<file path="src/rtl/datapath_multiplicacao.sv">
// ---------------------------------------------------------------------------
// datapath_multiplicacao
//
// Shift-and-add datapath for an 8x8 unsigned multiplier. An external control
// FSM sequences it one multiplier bit per cycle; this block holds the
// operands, the bit-index counter, the running sum and the registered result.
//
// Ports
//   Clk        in   1   rising-edge clock
//   Rst        in   1   synchronous active-high reset
//   A          in   8   multiplicand (unsigned), loaded while limpaCont=1
//   B          in   8   multiplier   (unsigned), loaded while limpaCont=1
//   ativCont   in   1   counter select: 0 = increment, 1 = hold
//   acumula    in   1   accumulator select: 0 = add partial product, 1 = hold
//   limpaCont  in   1   idle/load: clear counter and accumulator, load operands
//   contador   out  3   current bit index, fed back to the control FSM
//   Produto    out  16  last completed product
//   Pronto     out  1   one-cycle pulse when Produto shows a new result
// ---------------------------------------------------------------------------
module datapath_multiplicacao (
    input  logic        Clk,
    input  logic        Rst,
    input  logic [7:0]  A,
    input  logic [7:0]  B,
    input  logic        ativCont,
    input  logic        acumula,
    input  logic        limpaCont,
    output logic [2:0]  contador,
    output logic [15:0] Produto,
    output logic        Pronto
);

    logic [7:0]  r_a;
    logic [7:0]  r_b;
    logic [15:0] r_acc;
    logic [2:0]  r_contador;
    logic [15:0] r_produto;
    logic        r_pronto;

    logic [15:0] w_p;
    logic [15:0] w_soma;

    // Partial product for the current bit: multiplicand shifted to the bit
    // position, widened first so the shift never loses the upper bits.
    always_comb begin
        w_p = 16'd0;
        if (r_b[r_contador]) begin
            w_p = {8'd0, r_a} << r_contador;
        end else begin
            w_p = 16'd0;
        end
    end

    // Running sum including the current bit; at index 7 this is the final
    // product, so the bit-7 term never has to pass through the accumulator.
    assign w_soma = r_acc + w_p;

    // Operand, counter and accumulator registers.
    always_ff @(posedge Clk) begin
        if (Rst) begin
            r_a        <= 8'd0;
            r_b        <= 8'd0;
            r_acc      <= 16'd0;
            r_contador <= 3'd0;
        end else if (limpaCont) begin
            // Idle/load has priority over both step controls.
            r_a        <= A;
            r_b        <= B;
            r_acc      <= 16'd0;
            r_contador <= 3'd0;
        end else begin
            if (!ativCont) begin
                r_contador <= r_contador + 3'd1;
            end else begin
                r_contador <= r_contador;
            end
            if (!acumula) begin
                r_acc <= w_soma;
            end else begin
                r_acc <= r_acc;
            end
        end
    end

    // Result capture: happens only on the last bit of a running operation,
    // so an abort through limpaCont or Rst never publishes a partial sum.
    always_ff @(posedge Clk) begin
        if (Rst) begin
            r_produto <= 16'd0;
            r_pronto  <= 1'b0;
        end else if (!limpaCont && (r_contador == 3'd7)) begin
            r_produto <= w_soma;
            r_pronto  <= 1'b1;
        end else begin
            r_produto <= r_produto;
            r_pronto  <= 1'b0;
        end
    end

    assign contador = r_contador;
    assign Produto  = r_produto;
    assign Pronto   = r_pronto;

endmodule
</file>
<file path="config.mk">
export PLATFORM = sky130hd
export DESIGN_NAME = datapath_multiplicacao
export DESIGN_NICKNAME = d
export VERILOG_FILES = /design/src/rtl/datapath_multiplicacao.sv
export SDC_FILE = /design/constraint.sdc
export NUM_CORES = 1
export LEC_CHECK = 0
export ABC_AREA = 1
export BUFFER_PORTS_ARGS = -buffer_cell sky130_fd_sc_hd__buf_2
export CAP_MARGIN = 5
export CORE_MARGIN = 5
export CORE_UTILIZATION = 55
export CTS_BUF_LIST = sky130_fd_sc_hd__clkbuf_4 sky130_fd_sc_hd__clkbuf_8
export DETAILED_ROUTE_END_ITERATION = 16
export HOLD_SLACK_MARGIN = 0.02
export PLACE_DENSITY_LB_ADDON = 0.05
export SLEW_MARGIN = 20
export SYNTH_ARGS = -nofsm -noshare
export SYNTH_HDL_FRONTEND = slang
export SYNTH_SLANG_ARGS = --single-unit
export TNS_END_PERCENT = 10
</file>
<file path="constraint.sdc">
create_clock -name Clk -period 2.1 [get_ports Clk]
set_clock_uncertainty 0.05 [all_clocks]
set_input_delay 0.105 -clock Clk [delete_from_list [all_inputs] [get_ports Clk]]
set_output_delay 0.105 -clock Clk [all_outputs]
set_load 0.05 [all_outputs]
</file>
==> out/summary.txt, run 1 <==
Power Density: 500.0 nW/um2
DRT Pass-1 Iters: 4
Netlist cell types: 42
Crit Path Category: flip-flop to flip-flop
estimated wirelength of the detail-placed design: 6.510 mm
vias per cell: 5.069
Leak: 2.335 nW
Clock Sinks: 52
Tot Pwr: 2.245 mW
WL per Instance: 13.54 um
# H-tree levels: 2
Final Hold Fails: 0
vias in the first global route: 3,348
synthesis-to-layout area growth: 31.13%
Placer Congestion: 0.8893
pin count of the biggest net entering global routing: 29
number of max-cap violations: 0
Slew Limit Fails: 0
Max-Slew Margin vs Limit: 0.6034
failing checks: negative setup slack
DRT Wirelength: 9.177 mm
Fillers: 485
clock buffer depth: 2
share of cells above drive strength 1: 0.3333
ys flop type: dfxtp_1
final worst path period share: 1.155
Initial DRC Count: 254
Fmax: 412.4 MHz
post-synthesis async set-or-reset flop share: 0
DIE HEIGHT: 88.91 um
Clock Latency Late Sink: 310 ps
worst-path maximum fanout: 6
core box area: 5991 um2
Worst setup EP type: flip-flop
Clock transition at path regs: 100 ps
post-route ant nets: 0
RSZ-0062 raised after global routing: yes
first-pass GRT wire length: 15.48 mm
outcome: finished with violations
grt total ovfl: 0
commonest non-fill, non-tap cell in the layout: nor2_1
crit start category: flip-flop
most frequent cells in the layout: 95 x nor2_1, 94 x nand2_1, 64 x inv_1
final setup fails: 27
cells after synthesis: 522
Syn Std Cell Area: 3425 um2
post-synth top area cell: dfxtp_1
Worst VDD drop: 0.0004482 V
antenna violations before repair: 0
die area: 7904 um2
WP data arrival: 2600 ps
sequential-to-total area share from yosys stat: 0.3040
GR Util All Layers: 0.2512
Hold/Removal Path Class: input port to flip-flop
Placement Cell Area: 3961 um2
Required @ worst endpoint: 2270 ps
Worst-Margin Slew: 594.2 ps
YS warnings: 0
cell area after layout: 4491 um2
chip width: 88.91 um
Hold Crit Depth: 3
final worst slack: -324.8 ps
IO Pins: 41
fin nets: 641
hold slack: 34.01 ps
via count: 3,437
number of CTS-inserted buffers: 5
minimum clock period: 2425 ps
number of diodes: 0
# port buffers: 40
Clock Root Buffer: clkbuf_8
row count: 28
EDFF count, synth: 0
syn_area_per_cell: 6.560 um2
worst r2r path cells: 17
Syn Nets: 561
FF+latch area: 1050 um2
cells taking the most area after synthesis: dfxtp_1 30%, nand2_1 12%, nor2_1 11%
post-synthesis register bit count: 52
DRC: 0
fin util: 0.7496
multi-input logic area: 2286 um2
post-synth top area share: 0.3040
initial core utilization: 0.5716
CTS tree: yes
-- metrics by stage --
stage	setup WS [ps]	std cells	TNS (ps)
CTS	-251.7	677	-4619
global route	-477.6	678	-9827
floorplan	-166.9	522	-2771
finish	-324.8	678	-5702
global placement	-293.9	650	-5050
detailed placement	-384.9	650	-6760
-- timing repair --
item | 4_1_cts | 5_1_grt
setup buffers | 4 | 1
hold buffers | 15 | 0
setup endpoints to repair | 28 | 28
endpoints found under the hold margin | 17 | 0
resized for setup | 38 | 28
pin swaps | 12 | 16
-- final cells by class --
type,instances,share of cell area
flip-flops and latches,52,0.2338
clock buffers,6,0.01839
clock inverters,2,0.008637
repair buffers,88,0.1368
inverters,84,0.07244
multi-input cells,371,0.5091
well taps,75,0.02090
-- per-layer routing --
metal	vias to the layer above	wire (um)	GRT usage	part of all wire
met2	80	4240	0.4062	0.46
met5	-	0	0	0
li1	1786	-	-	-
met1	1553	4116	0.3388	0.45
met3	18	584	0.03687	0.064
met4	0	235	0.09478	0.026
-- synth_stat cells, types with 2 or more instances --
library cell	n
o211ai_1	4
dfxtp_1	52
inv_2	12
nand2_2	10
nor2_2	3
clkbuf_1	4
nand2_4	3
a21oi_1	15
o21ai_0	28
nor3_2	3
buf_2	5
inv_1	70
nor2_1	100
mux2i_1	2
o21ai_2	9
o211ai_2	3
o22ai_2	2
o21ai_1	8
buf_6	3
nand3_1	28
nor3_1	4
ha_1	17
xor2_1	2
nand3_2	4
nand2_1	114
-- state kept, by name, summed over array words and instances, names as in the netlist --
signal	cells
r_b	8
r_acc	16
contador	3
Produto	16
r_a	8
Pronto	1
-- worst max-delay path: stages, from the launching register on --
cell and delay [ps]:
dfxtp_4 380, buf_4 140, o21ai_2 120, o22ai_2 100, nand2_4 120, nor3_4 50
ha_2 180, fa_2 340, nand2_1 80, nand2_1 70, nand3b_1 150, nand2_2 120
nand2_2 90, nand2_1 60, nand2_1 70, nand3_1 90, nand2_1 80, inv_1 30
-- power breakdown --
part           total (mW)  switching [mW]  internal [mW]
Clock               0.745           0.355          0.390
Combinational       0.448           0.253          0.195
Sequential           1.05          0.0340           1.02
-- worst paths after layout --
kind	start	to	slack (ps)
min reg2reg	Produto[1]	Produto[1]	440
max reg2reg	contador[0]	Produto[10]	-320
min	A[4]	r_a[4]	30
max	contador[0]	Produto[10]	-320
-- kinds of logic after synthesis --
| kind of cell | synth area share |
|---|---|
| adders and majority gates | 0.06796 |
| AOI/OAI and AO/OA | 0.1271 |
| buffers and inverters | 0.1213 |
| xor gates and xnor gates | 0.01243 |
| muxes | 0.005846 |
| DFF | 0.3040 |
| and+or+nand+nor | 0.3613 |
(Power assumes the default switching activity.)
==> run 2: changes to the inputs <==
ABC_AREA = 0   (was 1)
CAP_MARGIN = 15   (was 5)
CORE_UTILIZATION = 54   (was 55)
==> run 2 against run 1 <==
Net effect: the flow still finishes with violations (negative setup slack); synthesized cell count decreased by 30%; via count shrank 11%; worst hold slack improved by 14 ps; register-to-register slack lost 440 ps; critical endpoint is now r_acc[14]; largest power group unchanged; highest routed layer unchanged.
==> out/summary.txt, run 2 <==
number of CTS-inserted buffers: 5
crit start category: flip-flop
row count: 27
grt met3 use: 0.04220
adder-cell share of the synthesized area: 0.07792
final setup fails: 29
estimated wirelength of the detail-placed design: 6.045 mm
busiest grt layer: met2
post-route ant nets: 0
pin count of the biggest net entering global routing: 25
Leak: 1.899 nW
Post-Synth Simple-Gate Area: 0.2225
CP Depth: 11
Crit Path Category: flip-flop to flip-flop
Fillers: 381
global routing met1 resource utilization: 0.2874
ys flop type: dfxtp_1
Required @ worst endpoint: 2290 ps
Syn Nets: 404
final worst path period share: 1.366
Post-Layout Cell Count: 541
fin nets: 507
largest family of logic cells by synthesized area: simple AND/OR/NAND/NOR gates
Post-Synth XOR/XNOR Area: 0.03226
EDFF count, synth: 0
RSZ-0062 raised after global routing: yes
Post-synth top cells: 52 x dfxtp_1, 50 x nor2_1, 45 x nand2_1
routing usage on met2: 0.4412
worst-path maximum fanout: 4
r2r setup slk: -770 ps
DIE HEIGHT: 84.37 um
r2r startpoint: contador[0]
vias per cell: 5.669
YS warnings: 0
number of max-cap violations: 0
post-synth top area share: 0.3486
Initial DRC Count: 154
Worst-Margin Slew: 716.3 ps
chip width: 84.37 um
IO Pins: 41
Netlist cell types: 47
most frequent cells in the layout: 61 x buf_4, 49 x dfxtp_1, 48 x nor2_1
Clock Sinks: 52
commonest non-fill, non-tap cell in the layout: buf_4
Clock Root Buffer: clkbuf_8
hold slack: 47.95 ps
CTS tree: yes
WP data arrival: 3060 ps
critical hold path startpoint: ativCont
# H-tree levels: 2
first-pass GRT wire length: 14.15 mm
Final Hold Fails: 0
Slowest-stage cell, CP: mux4_2
post-synthesis compound-gate area fraction: 0.1642
antenna violations before repair: 0
Clock Latency Late Sink: 320 ps
multiplexer share of the synthesized area: 0.1068
outcome: finished with violations
DRT Wirelength: 8.852 mm
sequential-to-total area share from yosys stat: 0.3486
Worst setup EP type: flip-flop
synthesis-to-layout area growth: 40.85%
# port buffers: 40
Cells after DPL: 509
Syn Std Cell Area: 2987 um2
core box area: 5439 um2
share of cells above drive strength 1: 0.3710
GR Util All Layers: 0.2413
post-synth top area cell: dfxtp_1
Worst Hold End: contador[0]
Fmax: 348.6 MHz
syn_area_per_cell: 8.183 um2
post-synthesis async set-or-reset flop share: 0
crit-path max cell delay: 510 ps
Clock transition at path regs: 100 ps
CP cell instances: mux4_2 -> nand2_2 -> buf_4 -> nor2_1 -> ha_1 -> a21o_1 -> a21o_1 -> a32o_2 -> a211o_1 -> xnor2_2 -> o31ai_1
WL per Instance: 16.36 um
minimum clock period: 2869 ps
number of diodes: 0
failing checks: negative setup slack
Hold/Removal Path Class: input port to flip-flop
Worst VDD drop: 0.0003501 V
DRC: 0
Slew Limit Fails: 0
Top delay family on crit path: compound AO/OA/AOI/OAI gates
crit-path most repeated cell: a21o_1
grt total ovfl: 0
Placer Congestion: 0.9119
most frequent cell after synthesis: dfxtp_1
final worst slack: -768.6 ps
buffers plus inverters on the worst setup path: 1
Power Density: 452.3 nW/um2
cells after synthesis: 365
Hold Crit Depth: 3
Max-Slew Margin vs Limit: 0.5207
post-synthesis register bit count: 52
via count: 3,067
clock buffer depth: 2
end of the worst register-to-register path: r_acc[14]
worst r2r path cells: 11
vias in the first global route: 2,997
die area: 7118 um2
initial core utilization: 0.5491
DRT Pass-1 Iters: 4
cells taking the most area after synthesis: dfxtp_1 35%, mux2i_1 8.0%, ha_1 7.1%
run 2: report_power, final:
group / total (mW) / switching, mW / internal (mW)
registers: 1.02 / 0.0169 / 1.00
logic: 0.258 / 0.135 / 0.122
clock network: 0.623 / 0.376 / 0.247
total: 1.90 / 0.529 / 1.37
run 2: how the worst max path moves through the flow:
stage	start	end	slack, ps
6_report	contador[0]	r_acc[14]	-770
5_1_grt	contador[0]	r_acc[14]	-950
4_1_cts	contador[0]	Produto[15]	-750
3_5_place_dp	contador[0]	Produto[15]	-810
3_3_place_gp	contador[0]	Produto[15]	-750
2_1_floorplan	contador[0]	Produto[15]	-930
run 2: logic make-up (layout without fill, tap and decap cells):
family | count (synthesis) | count (layout)
compound gates | 74 | 74
xor+xnor | 11 | 11
fa+ha+maj | 18 | 18
buf+inv | 33 | 137
flops | 52 | 52
mux | 29 | 29
simple gates | 148 | 148
run 2: what timing repair did:
| action | CTS | global route |
|---|---|---|
| hold buffers | 15 | 1 |
| resized for setup | 20 | 31 |
| cloned | 0 | 0 |
| endpoints found under the hold margin | 15 | 1 |
| endpoints found under the setup margin | 29 | 30 |
| setup buffers | 3 | 5 |
| pin swaps | 27 | 25 |
run 2: worst register-to-register path, cell delays in order, from the launching register on:
cell and delay [ps]:
dfxtp_4 390, mux4_2 510, nand2_2 90, buf_4 120, nor2_1 50, ha_1 330
a21o_1 190, a21o_1 180, a32o_2 230, a211o_1 310, xnor2_2 150, o31ai_1 210
run 2: layout make-up:
cell class                      count  area (um2)  area share
Clock buffer                        5       68.82     0.01636
Sequential cell                    52        1050      0.2496
Multi-Input combinational cell    280        2077      0.4938
Tap cell                           72       90.09     0.02142
Inverter                            9       33.78    0.008031
Clock inverter                      3       26.28    0.006246
Timing Repair Buffer              120       860.8      0.2046
run 2: routing by layer:
metal,wire length [um],vias to the layer above
li1,-,1488
met1,3667,1482
met2,4626,80
met3,364,17
met4,193,0
met5,0,-
run 2: per-stage QoR:
step                      instance area [um2]  utilization  total power, mW  setup slack [ps]  TNS (ps)
after global placement                   3642       0.6697            1.248            -746.6    -15290
after detailed placement                 3642       0.6697            1.253            -812.5    -16720
after floorplan                          3042            -            1.177            -927.8    -19120
after CTS                                4009       0.7371            1.889            -745.3    -15360
final                                    4207       0.7734            1.903            -768.6    -16470
after global routing                     4207       0.7734            1.985            -953.7    -20520
